### src/rtl/gnn_0_example_axi_read_master_pkg.sv
// Shared FSM encoding, beat/page constants and helpers for the AXI4 read master.
package gnn_0_example_axi_read_master_pkg;

    typedef enum logic [1:0] {
        StIdle  = 2'd0,
        StIssue = 2'd1,
        StDrain = 2'd2,
        StDone  = 2'd3
    } state_e;

    localparam int unsigned BeatBytes     = 64;
    localparam int unsigned BeatBytesLog2 = 6;
    localparam int unsigned PageBeats     = 64;

    function automatic logic [31:0] min3(input logic [31:0] a, input logic [31:0] b,
                                         input logic [31:0] c);
        logic [31:0] m;
        m = (a < b) ? a : b;
        return (m < c) ? m : c;
    endfunction

endpackage

### src/rtl/gnn_0_example_axi_read_master_if.sv
// AXI4 read-channel and output-stream signals of the read master.
interface gnn_0_example_axi_read_master_if #(
    parameter int unsigned AddrWidth = 64,
    parameter int unsigned DataWidth = 512
);
    logic                 m_axi_arvalid;
    logic                 m_axi_arready;
    logic [AddrWidth-1:0] m_axi_araddr;
    logic [7:0]           m_axi_arlen;
    logic                 m_axi_rvalid;
    logic                 m_axi_rready;
    logic [DataWidth-1:0] m_axi_rdata;
    logic                 m_axi_rlast;
    logic                 data_tvalid;
    logic                 data_tready;
    logic                 data_tlast;
    logic [DataWidth-1:0] data_tdata;

    modport master (
        output m_axi_arvalid, m_axi_araddr, m_axi_arlen, m_axi_rready,
               data_tvalid, data_tlast, data_tdata,
        input  m_axi_arready, m_axi_rvalid, m_axi_rdata, m_axi_rlast, data_tready
    );

    modport slave (
        input  m_axi_arvalid, m_axi_araddr, m_axi_arlen, m_axi_rready,
               data_tvalid, data_tlast, data_tdata,
        output m_axi_arready, m_axi_rvalid, m_axi_rdata, m_axi_rlast, data_tready
    );

endinterface

### src/rtl/gnn_0_example_axi_read_master_axi_burst_calc.sv
// Burst sizing: next burst length from the registered address / remaining-beats pair,
// which advances on every AR handshake.
module gnn_0_example_axi_read_master_axi_burst_calc
    import gnn_0_example_axi_read_master_pkg::*;
#(
    parameter int unsigned AddrWidth   = 64,
    parameter int unsigned CountWidth  = 32,
    parameter int unsigned MaxBurstLen = 16,
    localparam int unsigned LenWidth   = $clog2(MaxBurstLen + 1)
) (
    input  logic                  kernel_clk,
    input  logic                  kernel_rst,
    input  logic                  load_i,
    input  logic [AddrWidth-1:0]  load_addr_i,
    input  logic [CountWidth-1:0] load_beats_i,
    input  logic                  advance_i,
    output logic [AddrWidth-1:0]  addr_o,
    output logic [CountWidth-1:0] remaining_o,
    output logic [LenWidth-1:0]   len_o
);

    logic [AddrWidth-1:0]  addr_q;
    logic [CountWidth-1:0] remaining_q;
    logic [CountWidth-1:0] page_room;
    logic [CountWidth-1:0] burst;

    // Beats left before the next 4 KB page boundary; never zero.
    assign page_room = CountWidth'(PageBeats) - CountWidth'(addr_q[11:BeatBytesLog2]);
    assign burst     = CountWidth'(min3(32'(remaining_q), 32'(MaxBurstLen), 32'(page_room)));

    assign addr_o      = addr_q;
    assign remaining_o = remaining_q;
    assign len_o       = LenWidth'(burst);

    always_ff @(posedge kernel_clk or posedge kernel_rst) begin
        if (kernel_rst) begin
            addr_q      <= '0;
            remaining_q <= '0;
        end else if (load_i) begin
            addr_q      <= load_addr_i;
            remaining_q <= load_beats_i;
        end else if (advance_i) begin
            addr_q      <= addr_q + (AddrWidth'(burst) << BeatBytesLog2);
            remaining_q <= remaining_q - burst;
        end
    end

endmodule

### src/rtl/gnn_0_example_axi_read_master.sv
// AXI4 read master: splits a (start address, byte count) request into AR bursts and
// forwards the R data as a 512-bit stream with tlast on the final beat.
module gnn_0_example_axi_read_master
    import gnn_0_example_axi_read_master_pkg::*;
#(
    parameter int unsigned C_M_AXI_ADDR_WIDTH = 64,
    parameter int unsigned C_M_AXI_DATA_WIDTH = 512,
    parameter int unsigned C_XFER_SIZE_WIDTH  = 32,
    parameter int unsigned C_MAX_BURST_LEN    = 16,
    parameter int unsigned C_MAX_OUTSTANDING  = 4
) (
    input  logic                          kernel_clk,
    input  logic                          kernel_rst,
    input  logic                          read_start,
    input  logic [C_M_AXI_ADDR_WIDTH-1:0] xfer_start_addr,
    input  logic [C_XFER_SIZE_WIDTH-1:0]  xfer_size_in_bytes,
    output logic                          read_done,
    gnn_0_example_axi_read_master_if.master bus
);

    localparam int unsigned OutWidth = $clog2(C_MAX_OUTSTANDING + 1);
    localparam int unsigned LenWidth = $clog2(C_MAX_BURST_LEN + 1);

    state_e                        state_q;
    logic [C_XFER_SIZE_WIDTH-1:0]  total_q;
    logic [C_XFER_SIZE_WIDTH-1:0]  rx_cnt_q;
    logic [C_XFER_SIZE_WIDTH-1:0]  start_beats;
    logic [C_XFER_SIZE_WIDTH-1:0]  remaining;
    logic [OutWidth-1:0]           outstanding_q;
    logic [LenWidth-1:0]           burst_len;
    logic [C_M_AXI_ADDR_WIDTH-1:0] burst_addr;
    logic [C_M_AXI_DATA_WIDTH-1:0] rdata;
    logic                          active;
    logic                          load;
    logic                          arvalid;
    logic                          rready;
    logic                          tvalid;
    logic                          ar_hs;
    logic                          r_hs;
    logic                          r_last_hs;
    logic                          last_ar;

    assign start_beats = xfer_size_in_bytes >> BeatBytesLog2;
    assign load        = (state_q == StIdle) && read_start;
    assign active      = (state_q == StIssue) || (state_q == StDrain);

    // Depends only on registers, so address/length stay put until the slave accepts.
    assign arvalid = (state_q == StIssue) && (remaining != '0) &&
                     (outstanding_q < OutWidth'(C_MAX_OUTSTANDING));
    assign rready  = bus.data_tready && active;
    assign tvalid  = bus.m_axi_rvalid && active;
    assign rdata   = bus.m_axi_rdata;

    assign ar_hs     = arvalid && bus.m_axi_arready;
    assign r_hs      = bus.m_axi_rvalid && rready;
    assign r_last_hs = r_hs && bus.m_axi_rlast;
    assign last_ar   = ar_hs && (C_XFER_SIZE_WIDTH'(burst_len) == remaining);

    assign bus.m_axi_arvalid = arvalid;
    assign bus.m_axi_araddr  = burst_addr;
    assign bus.m_axi_arlen   = arvalid ? 8'(burst_len - 1'b1) : 8'd0;
    assign bus.m_axi_rready  = rready;
    assign bus.data_tvalid   = tvalid;
    assign bus.data_tdata    = rdata;
    assign bus.data_tlast    = tvalid && (rx_cnt_q == total_q - 1'b1);

    gnn_0_example_axi_read_master_axi_burst_calc #(
        .AddrWidth   (C_M_AXI_ADDR_WIDTH),
        .CountWidth  (C_XFER_SIZE_WIDTH),
        .MaxBurstLen (C_MAX_BURST_LEN)
    ) u_burst_calc (
        .kernel_clk   (kernel_clk),
        .kernel_rst   (kernel_rst),
        .load_i       (load),
        .load_addr_i  (xfer_start_addr),
        .load_beats_i (start_beats),
        .advance_i    (ar_hs),
        .addr_o       (burst_addr),
        .remaining_o  (remaining),
        .len_o        (burst_len)
    );

    always_ff @(posedge kernel_clk or posedge kernel_rst) begin
        if (kernel_rst) begin
            state_q       <= StIdle;
            total_q       <= '0;
            rx_cnt_q      <= '0;
            outstanding_q <= '0;
            read_done     <= 1'b0;
        end else begin
            read_done <= 1'b0;

            case ({ar_hs, r_last_hs})
                2'b10:   outstanding_q <= outstanding_q + 1'b1;
                2'b01:   outstanding_q <= outstanding_q - 1'b1;
                default: ;
            endcase

            if (r_hs) begin
                rx_cnt_q <= rx_cnt_q + 1'b1;
            end

            unique case (state_q)
                StIdle: begin
                    if (read_start) begin
                        total_q       <= start_beats;
                        rx_cnt_q      <= '0;
                        outstanding_q <= '0;
                        if (start_beats == '0) begin
                            state_q   <= StDone;
                            read_done <= 1'b1;
                        end else begin
                            state_q <= StIssue;
                        end
                    end
                end
                StIssue: begin
                    if (last_ar) begin
                        state_q <= StDrain;
                    end
                end
                StDrain: begin
                    if ((rx_cnt_q == total_q) || (r_hs && (rx_cnt_q + 1'b1 == total_q))) begin
                        state_q   <= StDone;
                        read_done <= 1'b1;
                    end
                end
                StDone: begin
                    state_q <= StIdle;
                end
                default: state_q <= StIdle;
            endcase
        end
    end

endmodule

### src/flat_wrapper.sv
// flat-port wrapper written by rule: the top's interface ports become plain ports
module gnn_0_example_axi_read_master_flat import gnn_0_example_axi_read_master_pkg::*;
#(
    parameter int unsigned C_M_AXI_ADDR_WIDTH = 64,
    parameter int unsigned C_M_AXI_DATA_WIDTH = 512,
    parameter int unsigned C_XFER_SIZE_WIDTH  = 32,
    parameter int unsigned C_MAX_BURST_LEN    = 16,
    parameter int unsigned C_MAX_OUTSTANDING  = 4
)
  (kernel_clk, kernel_rst, read_start, xfer_start_addr, xfer_size_in_bytes, read_done, bus_m_axi_arvalid, bus_m_axi_araddr, bus_m_axi_arlen, bus_m_axi_rready, bus_data_tvalid, bus_data_tlast, bus_data_tdata, bus_m_axi_arready, bus_m_axi_rvalid, bus_m_axi_rdata, bus_m_axi_rlast, bus_data_tready);
  gnn_0_example_axi_read_master_if #(.AddrWidth(64), .DataWidth(512)) bus_i ();
  input  logic kernel_clk;
  input  logic kernel_rst;
  input  logic read_start;
  input  logic [C_M_AXI_ADDR_WIDTH-1:0] xfer_start_addr;
  input  logic [C_XFER_SIZE_WIDTH-1:0] xfer_size_in_bytes;
  output logic read_done;
  output wire logic [$bits(bus_i.m_axi_arvalid)-1:0] bus_m_axi_arvalid;
  output wire logic [$bits(bus_i.m_axi_araddr)-1:0] bus_m_axi_araddr;
  output wire logic [$bits(bus_i.m_axi_arlen)-1:0] bus_m_axi_arlen;
  output wire logic [$bits(bus_i.m_axi_rready)-1:0] bus_m_axi_rready;
  output wire logic [$bits(bus_i.data_tvalid)-1:0] bus_data_tvalid;
  output wire logic [$bits(bus_i.data_tlast)-1:0] bus_data_tlast;
  output wire logic [$bits(bus_i.data_tdata)-1:0] bus_data_tdata;
  input wire logic [$bits(bus_i.m_axi_arready)-1:0] bus_m_axi_arready;
  input wire logic [$bits(bus_i.m_axi_rvalid)-1:0] bus_m_axi_rvalid;
  input wire logic [$bits(bus_i.m_axi_rdata)-1:0] bus_m_axi_rdata;
  input wire logic [$bits(bus_i.m_axi_rlast)-1:0] bus_m_axi_rlast;
  input wire logic [$bits(bus_i.data_tready)-1:0] bus_data_tready;
  assign bus_m_axi_arvalid = bus_i.m_axi_arvalid;
  assign bus_m_axi_araddr = bus_i.m_axi_araddr;
  assign bus_m_axi_arlen = bus_i.m_axi_arlen;
  assign bus_m_axi_rready = bus_i.m_axi_rready;
  assign bus_data_tvalid = bus_i.data_tvalid;
  assign bus_data_tlast = bus_i.data_tlast;
  assign bus_data_tdata = bus_i.data_tdata;
  assign bus_i.m_axi_arready = bus_m_axi_arready;
  assign bus_i.m_axi_rvalid = bus_m_axi_rvalid;
  assign bus_i.m_axi_rdata = bus_m_axi_rdata;
  assign bus_i.m_axi_rlast = bus_m_axi_rlast;
  assign bus_i.data_tready = bus_data_tready;
  gnn_0_example_axi_read_master #(.C_M_AXI_ADDR_WIDTH(C_M_AXI_ADDR_WIDTH), .C_M_AXI_DATA_WIDTH(C_M_AXI_DATA_WIDTH), .C_XFER_SIZE_WIDTH(C_XFER_SIZE_WIDTH), .C_MAX_BURST_LEN(C_MAX_BURST_LEN), .C_MAX_OUTSTANDING(C_MAX_OUTSTANDING)) u_core (.kernel_clk(kernel_clk), .kernel_rst(kernel_rst), .read_start(read_start), .xfer_start_addr(xfer_start_addr), .xfer_size_in_bytes(xfer_size_in_bytes), .read_done(read_done), .bus(bus_i));
endmodule
### config.mk
export PLATFORM = sky130hd
export DESIGN_NAME = gnn_0_example_axi_read_master_flat
export DESIGN_NICKNAME = d
export VERILOG_FILES = /design/src/rtl/gnn_0_example_axi_read_master_pkg.sv /design/src/rtl/gnn_0_example_axi_read_master_if.sv /design/src/rtl/gnn_0_example_axi_read_master_axi_burst_calc.sv /design/src/rtl/gnn_0_example_axi_read_master.sv /design/src/flat_wrapper.sv
export SDC_FILE = /design/constraint.sdc
export NUM_CORES = 1
export LEC_CHECK = 0
export BUFFER_PORTS_ARGS = -buffer_cell sky130_fd_sc_hd__buf_4
export CORE_AREA = 2 2 468 470
export DETAILED_ROUTE_END_ITERATION = 8
export DIE_AREA = 0 0 470 472
export GPL_ROUTABILITY_DRIVEN = 0
export SLEW_MARGIN = 25
export SYNTH_ARGS = -nofsm -noshare
export SYNTH_HDL_FRONTEND = slang
export SYNTH_SLANG_ARGS = --single-unit
### constraint.sdc
create_clock -name kernel_clk -period 7.65 [get_ports kernel_clk]
set_input_delay 0.765 -clock kernel_clk [delete_from_list [all_inputs] [get_ports kernel_clk]]
set_output_delay 0.765 -clock kernel_clk [all_outputs]
set_load 0.005 [all_outputs]
# After elaboration in Yosys (flattened, before gate mapping)
# Index checks and enable logic that the tools add are counted.
# Widths: inputs -> output; s select.
# classes
addsub	8
mul	0
n_div	0
n_lt_le_gt_ge	3
eq_ne	12
shifts	0
mux	22
bitwise_logic	0
n_reduce_logical	19
# ops
operator	count
$mux 32	7
$mux 64	2
$add 64x38->64	1
$eq 32x26->1	2
$add 32x1->32 const B	1
$eq 32x32->1	1
$eq 5x32->1	1
$logic_not 32->1	1
$lt 32x32->1	1
$lt 32x5->1 const B	1
$reduce_bool 32->1	1
$sub 32x32->32	1
$sub 26x1->27 const B	1
$logic_and 1x1->1	11
$mux 2	4
$mux 8	1
$pmux 2 s4	1
$sub 7x6->8 const A	1
$eq 2x2->1 const B	3
$mux 3	2
$pmux 3 s2	1
$sub 5x1->6 const B	1
$eq 2x1->1 const B	2
$ne 2x2->1 const B	2
11 further kinds	14
# word_totals
regBits	160
latchBits	0
ram_bits	0
mem_bits_ro	0
inputBits	615
out_inout_bits	589
elab_cells	71
n_memories	0

# Depth between registers and ports, before layout
# Gate-level depths: netlist of run 1.
# depth
word_depth	9
depth_mapped	25
ltp_nobuf	22

# Modules after synthesis
# Synthesis of run 1 repeated with hierarchy kept, for this count alone.
# hier_totals
cells_unflattened	2131
area_unflattened_um2	17035.1
# by_module_without_submodules
mod	instances	cells_per_inst	area_each_um2	seq_area_each_um2
gnn_0_example_axi_read_master	1	1173	8992.4	1601.5
gnn_0_example_axi_read_master_axi_burst_calc	1	958	8042.7	2402.3

# Least setup slack after synthesis of run 1
# No wires, ideal clock.
# synth_timing
path_type	register -> register
from	register u_core.u_burst_calc.remaining_q[16] (netlist: u_core.u_burst_calc.remaining_o[16])
to	register u_core.u_burst_calc.addr_q[50] (netlist: u_core.u_burst_calc.addr_o[50])
setup_time_ps	82
arrival_time_ps	5176
t_required_ps	7568
setup_slack_ps	2392
path_stages_with_launch	25
n_path_buf	2
synth_period_minus_slack_ps	5258
cell_sequence	dfrtp_1 nor4_1 nand4_1 nor3_2 nand2_1 inv_1 ha_1 a211o_1 a21oi_1 o21ai_0 clkbuf_1 mux2_2 ha_1 inv_1 fa_1 nor2b_1 o21a_1 o21a_1 o21ai_1 a211oi_2 o2111ai_1 a21o_1 buf_2 or4_1 a31oi_1
# synth_between
elab_chain_cells	7
word_cells_on_any_way	12
cone_classes	add/sub (1); order compare (2); mux (4); reduce/logical (5)
# synth_lines
item	line	text
start, declared	gnn_0_example_axi_read_master_axi_burst_calc.sv:23	logic [CountWidth-1:0] remaining_q;
start signal, assigned	gnn_0_example_axi_read_master_axi_burst_calc.sv:41	remaining_q <= load_beats_i;
start signal, assigned	gnn_0_example_axi_read_master_axi_burst_calc.sv:44	remaining_q <= remaining_q - burst;
$lt 32x5->1	gnn_0_example_axi_read_master_pkg.sv:18	m = (a < b) ? a : b;
$mux 32	gnn_0_example_axi_read_master_pkg.sv:18	
$lt 32x32->1	gnn_0_example_axi_read_master_pkg.sv:19	return (m < c) ? m : c;
$mux 32	gnn_0_example_axi_read_master_pkg.sv:19	
$add 64x38->64	gnn_0_example_axi_read_master_axi_burst_calc.sv:43	addr_q <= addr_q + (AddrWidth'(burst) << BeatBytesLog2);
$mux 64	gnn_0_example_axi_read_master_axi_burst_calc.sv:42	end else if (advance_i) begin
$mux 64	gnn_0_example_axi_read_master_axi_burst_calc.sv:39	end else if (load_i) begin
end signal, assigned	gnn_0_example_axi_read_master_axi_burst_calc.sv:40	addr_q <= load_addr_i;
end signal, assigned	gnn_0_example_axi_read_master_axi_burst_calc.sv:43	
end, declared	gnn_0_example_axi_read_master_axi_burst_calc.sv:22	logic [AddrWidth-1:0] addr_q;
# Parallel ways exist; a longest one is shown, timed or not. The select of a mux whose other input is x is not followed.
# A chain may end at the register's enable or synchronous reset.

# Final worst setup path of run 1
# layout_timing
from	register u_core.u_burst_calc.remaining_q[16] (netlist: u_core.u_burst_calc.remaining_o[16])
to	register u_core.u_burst_calc.addr_q[58] (netlist: u_core.u_burst_calc.addr_o[58])
# Same word-level chain as after synthesis.

==> results of run 1 <==
==> worst max-delay path by stage <==
stage,start,endpoint,depth (start not counted)
after CTS,u_core.u_burst_calc.remaining_o[16]$_DFFE_PP0N_,u_core.u_burst_calc.addr_o[58]$_DFFE_PP0N_,25
after detailed placement,u_core.u_burst_calc.remaining_o[16]$_DFFE_PP0N_,u_core.u_burst_calc.addr_o[58]$_DFFE_PP0N_,25
after global routing,u_core.u_burst_calc.remaining_o[16]$_DFFE_PP0N_,u_core.u_burst_calc.addr_o[58]$_DFFE_PP0N_,25
after floorplan,u_core.u_burst_calc.remaining_o[16]$_DFFE_PP0N_,u_core.u_burst_calc.addr_o[50]$_DFFE_PP0N_,24
after global placement,u_core.u_burst_calc.remaining_o[16]$_DFFE_PP0N_,u_core.u_burst_calc.addr_o[50]$_DFFE_PP0N_,25
final,u_core.u_burst_calc.remaining_o[16]$_DFFE_PP0N_,u_core.u_burst_calc.addr_o[58]$_DFFE_PP0N_,25
==> flip-flops by register name, summed over array words and instances (netlist names) <==
signal	count
u_core.u_burst_calc.addr_o	64
u_core.read_done	1
u_core.u_burst_calc.remaining_o	32
u_core.outstanding_q	3
u_core.state_q	2
u_core.rx_cnt_q	32
u_core.total_q	26
==> Yosys cell counts (4+ instances only) <==
| master | instances | area, um2 |
|---|---|---|
| nand2_1 | 226 | 848 |
| a21oi_1 | 111 | 556 |
| a211o_1 | 5 | 43.8 |
| nor2_1 | 179 | 672 |
| and2_1 | 13 | 81.3 |
| o21ai_1 | 15 | 75.1 |
| a21boi_0 | 4 | 30.0 |
| and3_1 | 20 | 125 |
| o211ai_1 | 12 | 90.1 |
| nor4_1 | 28 | 175 |
| o31ai_1 | 14 | 105 |
| or3_1 | 22 | 138 |
| mux2_2 | 6 | 67.6 |
| a31oi_1 | 44 | 275 |
| nor3b_1 | 5 | 37.5 |
| o21a_1 | 12 | 90.1 |
| inv_1 | 55 | 206 |
| mux2i_1 | 17 | 170 |
| buf_4 | 514 | 3860 |
| nand4_1 | 28 | 175 |
| o2111ai_1 | 8 | 70.1 |
| a311oi_1 | 4 | 35.0 |
| buf_1 | 11 | 41.3 |
| and4_1 | 5 | 43.8 |
| buf_2 | 11 | 55.1 |
| o31a_1 | 10 | 87.6 |
| a41oi_1 | 4 | 35.0 |
| ha_1 | 77 | 963 |
| a21o_1 | 32 | 240 |
| nor3_1 | 38 | 190 |
| or4_1 | 7 | 52.6 |
| o21bai_1 | 8 | 60.1 |
| clkbuf_1 | 56 | 210 |
| o21ai_0 | 86 | 430 |
| dfrtp_1 | 160 | 4000 |
| xnor2_1 | 85 | 744 |
| nor2b_1 | 18 | 113 |
| nand3_1 | 60 | 300 |
| a211oi_1 | 10 | 75.1 |
| xor2_1 | 62 | 543 |
| nand2b_1 | 14 | 87.6 |
==> per-stage QoR <==
stage	power, mW	instances	area [um2]	hold WS [ns]
4_1_cts	6.68	4690	18500	0.331
6_report	6.62	4693	18500	0.334
3_3_place_gp	5.59	4658	17900	0.468
5_1_grt	7.23	4691	18500	0.374
3_5_place_dp	5.66	4658	17900	0.464
2_1_floorplan	4.45	2210	17100	0.470
==> cell type report <==
| type | count | area share (%) |
|---|---|---|
| antenna | 3 | 0.0405 |
| timing repair buffer | 188 | 7.75 |
| inverter | 56 | 1.16 |
| clock buffer | 17 | 2.30 |
| tap | 2854 | 19.3 |
| multi-input combinational | 1400 | 46.9 |
| sequential | 160 | 21.6 |
| clock inverter | 15 | 0.979 |
==> routing by layer <==
| metal | up-vias | routed length, um | global-route usage (%) |
|---|---|---|---|
| met5 | - | 580 | 1.82 |
| met4 | 14 | 8170 | 6.78 |
| met3 | 400 | 18900 | 7.16 |
| met2 | 973 | 43700 | 13.1 |
| met1 | 6537 | 28300 | 7.19 |
| li1 | 6188 | - | - |
==> logic make-up after synthesis <==
logic type / Yosys count
compound gates: 407
xor+xnor: 147
fa+ha+maj: 80
buf+inv: 650
flops: 160
mux: 23
other cells: 2
simple gates: 692
==> report_power, final <==
group | switching (mW) | leakage (nW) | total, mW | internal [mW]
logic | 2.36 | 4.68 | 4.03 | 1.67
registers | 0.443 | 1.98 | 1.62 | 1.18
clock network | 0.522 | 0.289 | 0.967 | 0.445
==> impl_metrics.toml, run 1 <==
[worst_hold_path]
worstHoldPathType = "in2async"

[worst_setup_path]
max_stage_delay_ns = 0.58
rrSetupSlack_ns = 1.02
path_max_fanout = 19
cp.arrival_ns = 7.03
ff2ff_path_depth = 25
cp-end-kind = "flop"
worstSetupPathType = "reg2reg"
slowest_stage = "or4_1"
rr_endpoint = "u_core.u_burst_calc.addr_o[58]$_DFFE_PP0N_"
worst_path_most_repeated_cell = "buf_4"
crit_path_start_kind = "flop"
path_buf_inv = 5
required_ns = 8.06
path_delay_family = "compound AO/OA/AOI/OAI gates"
rr_startpoint = "u_core.u_burst_calc.remaining_o[16]$_DFFE_PP0N_"

[synthesis]
synthFlopType = "dfrtp_1"
ys_warn_count = 0
synth_top_family_by_area = "buffers and inverters"
synthArstFlopShare_pct = 100
synth_mux_area_share_pct = 1.41
synthAdderAreaFrac_pct = 6.06
synth_edf_count = 0
ys_seq_area_share_pct = 23.7
synth-compound-area-share_pct = 15.3
yosys.area_share.simple_pct = 19.8
synth_area_um2 = 16900
avgSynthCellArea_um2 = 7.81
ys_ff_latch = 160
synth_cell_type_count = 82
synthCells = 2161
yosys.area_share.xor_xnor_pct = 7.63

[timing]
final_hold_viol_count = 0
finalSetupViolations = 0
maxSlewHeadroom_pct = 38.3
tns_ns = 0
tightestPinTransition_ns = 0.926
finalMaxSlewViolations = 0
rsz0062_at_grt = "false"
skew_ns = 0.0219
fin_crit_ns = 6.63
fmax_ghz = 0.151
fin_ws_ns = 1.02
fin_crit_sh_pct = 86.6

[drt]
antenna_left = 0
routedWlPerCell_um = 21.2
drc_errors = 0
viasPerCell = 3.01
first_iter_violations = 1133
drt-pass1-iter-count = 5
drt_wl_total_mm = 99.7
vias = 14112

[clocking]
htree_levels = 4
cts_resized = 0
cts_buffers = 17
clkLatencyLatePin_ns = 0.51
post_cts.repair.setup_buffers = 0
cts_sinks = 160
cts_tree = "yes"
hold_buffers = 0
clockRootBuffer = "clkbuf_16"
clk_path_buf_depth = 2
path_clk_slew_ns = 0.09

[grt]
grtUsageTotal_pct = 8.64
grt_overflow_total = 0
grt_pass1_vias = 13617
grt_pass1_wl_mm = 129
grt_antenna_before_repair = 8
grt_max_degree = 104

[floorplanning]
die_x_um = 470
rows = 171
die_h_um = 472
ios = 1204
start_util_pct = 7.80
die_area_um2 = 222000
coreArea_um2 = 217000

[layout]
multi_input_comb_area_um2 = 8690
fin_nets = 2518
layout-drive-gt1-share_pct = 14.0
area_growth_pct = 9.80
fin_util_pct = 8.56
final_common_cell = "nand2_1"
fill_cells = 25371
final_cell_mix = "nand2_1 (225), buf_4 (186), nor2_1 (179)"
register_area_um2 = 4000

[status]
status = "finished, final reports clean"

[place]
dp_hpwl_mm = 83.9
portBuffers = 173
post-place-ws_ns = 1.15

[power]
leakage_nw = 6.95
ir_worst_vdd_mv = 0.174
power_density_nw_per_um2 = 357

[flow_run]
drv_cap = 0
(Power assumes the default switching activity.)
==> inputs of run 2 (changes only) <==
Settings changed: REMOVE_ABC_BUFFERS set to 1.
==> run 2 against run 1 <==
  * Register-to-register slack got worse by 0.04 ns
  * Maximum frequency decreased by 0.60%
  * Combinational power increased by 5.0%
  * Via count increased by 20%
  * Die area unchanged
  * Critical endpoint is now u_core.u_burst_calc.addr_o[50]$_DFFE_PP0N_
  * Largest cell class unchanged
==> impl_metrics.toml, run 2 (synthesized netlist as in run 1, its figures left out) <==
[timing]
fin_crit_ns = 6.67
tightestPinTransition_ns = 1.09
tns_ns = 0
hold_ws_ns = 0.309
final_hold_viol_count = 0
fin_ws_ns = 0.983
fin_crit_sh_pct = 87.1
rsz0062_at_grt = "false"
finalMaxSlewViolations = 0
fmax_ghz = 0.150
maxSlewHeadroom_pct = 27.4
skew_ns = 0.0151
finalSetupViolations = 0

[clocking]
post_cts.repair.setup_buffers = 0
cts_sinks = 160
clkLatencyLatePin_ns = 0.47
clk_path_buf_depth = 2
path_clk_slew_ns = 0.08
cts_tree = "yes"
hold_buffers = 0
htree_levels = 4
cts_resized = 0
clockRootBuffer = "clkbuf_16"
cts_buffers = 17

[power]
power_density_nw_per_um2 = 369
leakage_nw = 6.94
ir_worst_vdd_mv = 0.192

[drt]
drt-pass1-iter-count = 6
drt_wl_total_mm = 348
drc_errors = 0
routedWlPerCell_um = 74.2
first_iter_violations = 1844
antenna_left = 0
viasPerCell = 3.59
vias = 16867

[worst_hold_path]
worstHoldPathType = "in2async"

[layout]
final_cell_mix = "nand2_1 (225), buf_4 (185), nor2_1 (179)"
largest_register_ffs = 64
final_common_cell = "nand2_1"
layout-drive-gt1-share_pct = 14.0
area_growth_pct = 9.72
fin_nets = 2516

[floorplanning]
rows = 171
die_x_um = 470
ios = 1204
die_area_um2 = 222000
start_util_pct = 7.80
die_h_um = 472
coreArea_um2 = 217000

[worst_setup_path]
required_ns = 8.04
cp.arrival_ns = 7.06
path_max_fanout = 14
worstSetupPathType = "reg2reg"
ff2ff_path_depth = 24
crit_path_start_kind = "flop"
cp-end-kind = "flop"

[grt]
grtUsageTotal_pct = 30.4
grt_antenna_before_repair = 8
grt_pass1_vias = 13747
grt_overflow_total = 0
grt_max_degree = 75
grt_pass1_wl_mm = 380

[place]
portBuffers = 173
post-place-ws_ns = 1.11
dp_hpwl_mm = 336

[flow_run]
drv_cap = 0

[status]
status = "finished, final reports clean"
## run 2: changes by cell type in the layout (fill, tap and decap cells not counted), sizes merged
cell / before / now
inv: 63 / 60
clkinv: 6 / 3
bufinv: 0 / 2
diode: 3 / 5
buf: 188 / 186
clkbuf: 17 / 20
clkinvlp: 2 / 3
## run 2: area by class of cell
type	count	area [um2]
flip-flops and latches	160	4000
diodes	5	12.5
clock inverters	12	148
repair buffers	186	1420
multi-input cells	1400	8700
well taps	2854	3570
fillers	25406	198000
clock buffers	20	457
inverters	56	215
## run 2: routing by layer
metal | up-vias | global-route usage (%) | part of all wire, %
met1 | 7434 | 7.03 | 8.8
met3 | 269 | 47.1 | 33
li1 | 6191 | - | -
met2 | 2879 | 52.9 | 49
met5 | - | 20.7 | 1.8
met4 | 94 | 19.7 | 8.0
## run 2: report_power, final
group | switching (mW) | internal [mW] | leakage, nW | total [mW]
logic | 2.57 | 1.67 | 4.68 | 4.23
registers | 0.476 | 1.18 | 1.98 | 1.66
clock network | 0.432 | 0.507 | 0.289 | 0.938
## run 2: per-stage QoR
stage                     instance area (um2)  total power [mW]  cells  util [%]
after CTS                               18500              6.82   4688      8.55
after global placement                  17900              5.81   4655      8.25
after detailed placement                17900              5.85   4656      8.27
final                                   18500              6.83   4693      8.55
after global routing                    18500              7.37   4688      8.55
after floorplan                         12900              4.19   1616         -
## run 2: path summary, 6_finish.rpt
path / from / end / slack, ns
max: u_core.u_burst_calc.remaining_o[16]$_DFFE_PP0N_ / u_core.u_burst_calc.addr_o[50]$_DFFE_PP0N_ / 0.98
min: kernel_rst / u_core.u_burst_calc.addr_o[2]$_DFFE_PP0P_ / 0.31
max reg2reg: u_core.u_burst_calc.remaining_o[16]$_DFFE_PP0N_ / u_core.u_burst_calc.addr_o[50]$_DFFE_PP0N_ / 0.98
min reg2reg: u_core.u_burst_calc.addr_o[5]$_DFFE_PP0P_ / u_core.u_burst_calc.addr_o[5]$_DFFE_PP0P_ / 0.48
max in group asynchronous: kernel_rst / u_core.u_burst_calc.remaining_o[30]$_DFFE_PP0N_ / 6.18
min in group kernel_clk: u_core.u_burst_calc.addr_o[5]$_DFFE_PP0P_ / u_core.u_burst_calc.addr_o[5]$_DFFE_PP0P_ / 0.48
## run 2: critical path, stage by stage, from the launching register on
cell,delay (ns)
dfrtp_1,0.41
nor4_1,0.49
nand4_1,0.36
nor3_2,0.42
nand2_1,0.16
inv_1,0.10
ha_1,0.26
a211o_1,0.31
a21oi_1,0.16
o21ai_1,0.08
buf_4,0.18
mux2_2,0.28
ha_1,0.19
inv_1,0.06
fa_1,0.42
nor2b_1,0.19
o21a_1,0.16
o21a_1,0.17
o21ai_1,0.19
a211oi_2,0.33
o2111ai_1,0.31
a21o_1,0.39
buf_4,0.26
or4_1,0.51
a31oi_1,0.17
